$ cat src/rtl/serial_adder_pkg.sv
// Shared types and constants for the bit-serial adder.
package serial_adder_pkg;

  typedef enum logic [1:0] {
    IDLE = 2'b00,
    RUN  = 2'b01,
    DONE = 2'b10
  } state_t;

  localparam int unsigned DEFAULT_WIDTH = 8;

endpackage

$ cat src/rtl/fa_cell.sv
// Single-bit combinational full adder.
module fa_cell (
  input  logic a,
  input  logic b,
  input  logic ci,
  output logic s,
  output logic co
);

  assign s  = a ^ b ^ ci;
  assign co = (a & b) | (a & ci) | (b & ci);

endmodule

$ cat src/rtl/serial_adder.sv
// Bit-serial adder: one full-adder cell plus a carry flop, LSB first,
// with valid/ready handshakes on the parallel operand and result sides.
module serial_adder
  import serial_adder_pkg::*;
#(
  parameter int unsigned WIDTH = DEFAULT_WIDTH
) (
  input  logic             clk,
  input  logic             rst,
  input  logic             in_valid,
  output logic             in_ready,
  input  logic [WIDTH-1:0] a,
  input  logic [WIDTH-1:0] b,
  input  logic             cin,
  output logic             out_valid,
  input  logic             out_ready,
  output logic [WIDTH-1:0] sum,
  output logic             cout,
  output logic             busy
);

  localparam int unsigned CNT_W = $clog2(WIDTH);
  localparam logic [CNT_W-1:0] CNT_LAST = CNT_W'(WIDTH - 1);

  state_t           state;
  state_t           state_nx;
  logic [WIDTH-1:0] a_sh;
  logic [WIDTH-1:0] b_sh;
  logic [WIDTH-1:0] sum_sh;
  logic             carry;
  logic [CNT_W-1:0] cnt;
  logic             fa_s;
  logic             fa_co;

  fa_cell u_fa (
    .a  (a_sh[0]),
    .b  (b_sh[0]),
    .ci (carry),
    .s  (fa_s),
    .co (fa_co)
  );

  always_ff @(posedge clk or posedge rst) begin
    if (rst) begin
      state <= IDLE;
    end else begin
      state <= state_nx;
    end
  end

  always_comb begin
    state_nx = state;
    case (state)
      IDLE:    if (in_valid)        state_nx = RUN;
      RUN:     if (cnt == CNT_LAST) state_nx = DONE;
      DONE:    if (out_ready)       state_nx = IDLE;
      default:                      state_nx = IDLE;
    endcase
  end

  // Sum bits enter at the MSB so that after WIDTH shifts bit 0 lands at sum_sh[0].
  always_ff @(posedge clk or posedge rst) begin
    if (rst) begin
      a_sh   <= '0;
      b_sh   <= '0;
      sum_sh <= '0;
      carry  <= 1'b0;
      cnt    <= '0;
    end else begin
      case (state)
        IDLE: begin
          if (in_valid) begin
            a_sh   <= a;
            b_sh   <= b;
            carry  <= cin;
            cnt    <= '0;
            sum_sh <= '0;
          end
        end
        RUN: begin
          sum_sh <= {fa_s, sum_sh[WIDTH-1:1]};
          a_sh   <= {1'b0, a_sh[WIDTH-1:1]};
          b_sh   <= {1'b0, b_sh[WIDTH-1:1]};
          carry  <= fa_co;
          if (cnt != CNT_LAST) cnt <= cnt + 1'b1;
        end
        default: ;
      endcase
    end
  end

  assign in_ready  = (state == IDLE);
  assign out_valid = (state == DONE);
  assign busy      = (state == RUN);
  assign sum       = sum_sh;
  assign cout      = carry;

endmodule

$ cat config.mk
export PLATFORM = sky130hd
export DESIGN_NAME = serial_adder
export DESIGN_NICKNAME = d
export VERILOG_FILES = /design/src/rtl/serial_adder_pkg.sv /design/src/rtl/fa_cell.sv /design/src/rtl/serial_adder.sv
export SDC_FILE = /design/constraint.sdc
export NUM_CORES = 1
export LEC_CHECK = 0
export CELL_PAD_IN_SITES_DETAIL_PLACEMENT = 1
export CELL_PAD_IN_SITES_GLOBAL_PLACEMENT = 1
export CORE_MARGIN = 2
export CORE_UTILIZATION = 37
export CTS_CLUSTER_SIZE = 25
export DETAILED_ROUTE_END_ITERATION = 6
export GPL_ROUTABILITY_DRIVEN = 1
export PLACE_DENSITY_LB_ADDON = 0.3
export SYNTH_ARGS = -nofsm -noshare
export SYNTH_HDL_FRONTEND = slang
export SYNTH_SLANG_ARGS = --single-unit
$ cat constraint.sdc
create_clock -name clk -period 1.7 [get_ports clk]
set_clock_uncertainty 0.2 [all_clocks]
set_input_delay 0.34 -clock clk [delete_from_list [all_inputs] [get_ports clk]]
set_output_delay 0.34 -clock clk [all_outputs]
set_load 0.03 [all_outputs]
==> results of run 1 <==
==> kinds of logic (layout without fill, tap and decap cells) <==
logic type	after synthesis	in the layout	share of synthesized area, %
AO/OA/AOI/OAI	57	57	26.9
flip-flops	30	30	54.2
AND/OR/NAND/NOR	26	26	9.39
buffers and inverters	19	64	6.32
adder cells (fa/ha/maj)	3	3	3.25
==> metal layers <==
metal / global-route usage [%] / vias up / routed length [um]
li1: - / 586 / -
met1: 24.4 / 625 / 1650
met2: 33.5 / 30 / 2010
met3: 5.82 / 7 / 173
met4: 8.59 / 0 / 66
met5: 0 / - / 0
==> worst paths after layout <==
kind / start / to / slack [ns]
min: rst / cnt[2] / 0.20
max in group asynchronous: rst / state[0] / 0.93
min in group clk: in_valid / state[0] / 0.28
max: state[1] / in_ready / -0.03
min reg2reg: cnt[1] / cnt[1] / 0.32
max reg2reg: state[1] / cnt[0] / 0.02
==> flip-flops by register name (all words and copies together), names as in the netlist <==
register and count:
cout 1, b_sh 8, a_sh 8, sum 8, state 2, cnt 3
==> metrics by stage <==
step                std cells  hold WS [ns]  TNS (ns)  worst slack (ns)  power [W]
floorplan                 135         0.226         0             0.118    0.00230
global placement          216         0.288     -1.72           -0.0971    0.00280
detailed placement        216         0.307     -3.03            -0.241    0.00290
CTS                       226         0.201    -0.120           -0.0667    0.00349
global route              228         0.226    -0.249           -0.0621    0.00380
finish                    228         0.196   -0.0406           -0.0255    0.00356
==> area by class of cell <==
cell class                      instances  area, sq um
Sequential cell                        30          752
Clock buffer                            7         86.3
Inverter                                9         41.3
Tap cell                               48         60.1
Clock inverter                          1         5.00
Multi-Input combinational cell         86          572
Timing Repair Buffer                   47          444
Fill cell                             412         1670
==> timing repair <==
item	CTS	global route
setup buffers	2	2
gates resized for setup	14	10
pin swaps	0	2
endpoints found under the setup margin	12	15
==> power by group <==
| group | leakage (nW) | total [W] | switching (W) | internal [W] |
|---|---|---|---|---|
| Sequential | 0.361 | 0.00132 | 0.000282 | 0.00104 |
| Clock | 0.0482 | 0.000595 | 0.000269 | 0.000326 |
| Combinational | 0.474 | 0.00164 | 0.000918 | 0.000721 |
==> critical path: cells and delay by family (launching register included) <==
| kind | cells | cell delay (ns) |
|---|---|---|
| DFF | 1 | 0.44 |
| buffers and inverters | 2 | 0.31 |
| and+or+nand+nor | 1 | 0.15 |
==> cell usage in the layout, fill, tap and decap left out, drive strengths merged, types with 2 or more instances in the layout <==
master	count
a21oi	13
dlygate4sd2	9
nor3	3
buf	18
nand2b	3
o22a	2
nand2	8
clkdlybuf4s50	19
nor3b	2
inv	9
a22o	8
nor2	6
clkbuf	7
ha	2
o21ai	8
nor2b	3
a22oi	2
o22ai	18
dfrtp	30
a221oi	3
==> flow_summary_export.csv, run 1 <==
group,metric,value,unit
finish,diodes,0,
critical_path,start_kind,"flop",
global_routing,antenna_found_initial,0,
sta,fmax,580,MHz
power_and_ir_drop,power_density,1810,nW/um^2
sta,period_share,101,%
synth,synth_cells,135,
global_routing,grt_max_degree,31,
floorplanning,dieArea,4250,sq um
global_routing,grt_pass1_vias,1290,
sta,fin_crit,1.73,ns
critical_path,ff2ff_path_depth,7,
routing,routed_wirelength,3.90,mm
routing,drc,0,
clock_network,cts.sinks,30,
global_routing,grt_util_all_layers,20.2,%
routing,wl_per_cell,17.1,um
critical_path,path_class,"reg2out",
critical_path,worstPathCellList,"buf_6 -> nor2_4 -> buf_6",
critical_path,crit_arrival,1.19,ns
power_and_ir_drop,power_leakage,0.884,nW
floorplanning,core,3630,sq um
synth,synth_flop_cell,"dfrtp_1",
routing,firstDrtPassIters,4,
flow_run,cap_viol_max_count,0,
sta,rsz0062_at_grt,"yes",
synth,syn_area,1390,sq um
placement,placed_area,1800,sq um
floorplanning,die_h,65.2,um
routing,dr_total_vias,1248,
power_and_ir_drop,vdd_drop_max,0.718,mV
min_path,hp-class,"in2async",
synth,synth_top_area_share,54.2,%
placement,gp_congestion,0.795,
finish,fin_area,1960,sq um
finish,drive_gt1_share,18.9,%
floorplanning,num_rows,22,
synth,ys_top_cells_by_count,"30 x dfrtp_1, 18 x o22ai_1, 13 x a21oi_1",
critical_path,worst-path-max-fanout,4,
clock_network,root_buffer,"clkbuf_8",
finish,post-route-util,54.0,%
floorplanning,initial_core_util,38.2,%
synth,ys_seq_elements,30,
critical_path,worstSetupEndpointType,"output port",
synth,yosysWarnings,0,
synth,synth.most_common_cell,"dfrtp_1",
sta,maxSlewViolCount,0,
synth,syn_avg_cell_area,10.3,sq um
finish,area_delta_synth_final,41.4,%
global_routing,grt_pass1_wl,6.36,mm
synth,async_reset_ff_share,100,%
finish,nNetsFinal,203,
critical_path,critical_path.max_stage_delay,0.44,ns
routing,viasPerCell,5.47,
clock_network,worstSkewPairLatency,0.29,ns
placement,numPortBuffers,32,
sta,hold_viol,0,
synth,synthTopCellsByArea,"dfrtp_1 54%, o22ai_1 8.1%, a22o_1 5.1%",
clock_network,cts_buffer_depth,2,
critical_path,crit_required,1.16,ns
sta,worst_slack,-0.0255,ns
clock_network,numCtsBuffers,5,
clock_network,tritoncts,"done",
placement,dp_hpwl,2.63,mm
sta,relSlewSlack,79.3,%
outcome,violations,"setup timing",
global_routing,overflow,0,
synth,yosysSeqAreaShare,54.2,%
floorplanning,ioPinCount,33,
synth,synth.net_count,159,
clock_network,clkTransAtPathRegs,0.06,ns
critical_path,critPathSlowestCell,"dfrtp_1",
routing,dr.first_iter.drc_count,51,
sta,setup_violations,3,
critical_path,cp_common_cell,"buf_6",
floorplanning,die_w,65.2,um
clock_network,cts_hold_repair.buffers,0,
sta,tightest_slew,0.310,ns
routing,ant_nets,0,
clock_network,htree_levels,2,
synth,ys_types,27,
synth,synth_top_area_cell,"dfrtp_1",
outcome,status,"finished with violations",
synth,synth-edff-count,0,
Note: power is estimated with default switching activity, not from simulation.
==> run 2: changes to the inputs <==
--- a/config.mk
+++ b/config.mk
@@ -12,6 +12,7 @@
 export CTS_CLUSTER_SIZE = 25
 export DETAILED_ROUTE_END_ITERATION = 6
 export GPL_ROUTABILITY_DRIVEN = 1
+export HOLD_SLACK_MARGIN = 0.08
 export PLACE_DENSITY_LB_ADDON = 0.3
 export SYNTH_ARGS = -nofsm -noshare
 export SYNTH_HDL_FRONTEND = slang
==> results of run 2 <==
Same layout as run 1: the final DEF is identical, and so are final timing and power.
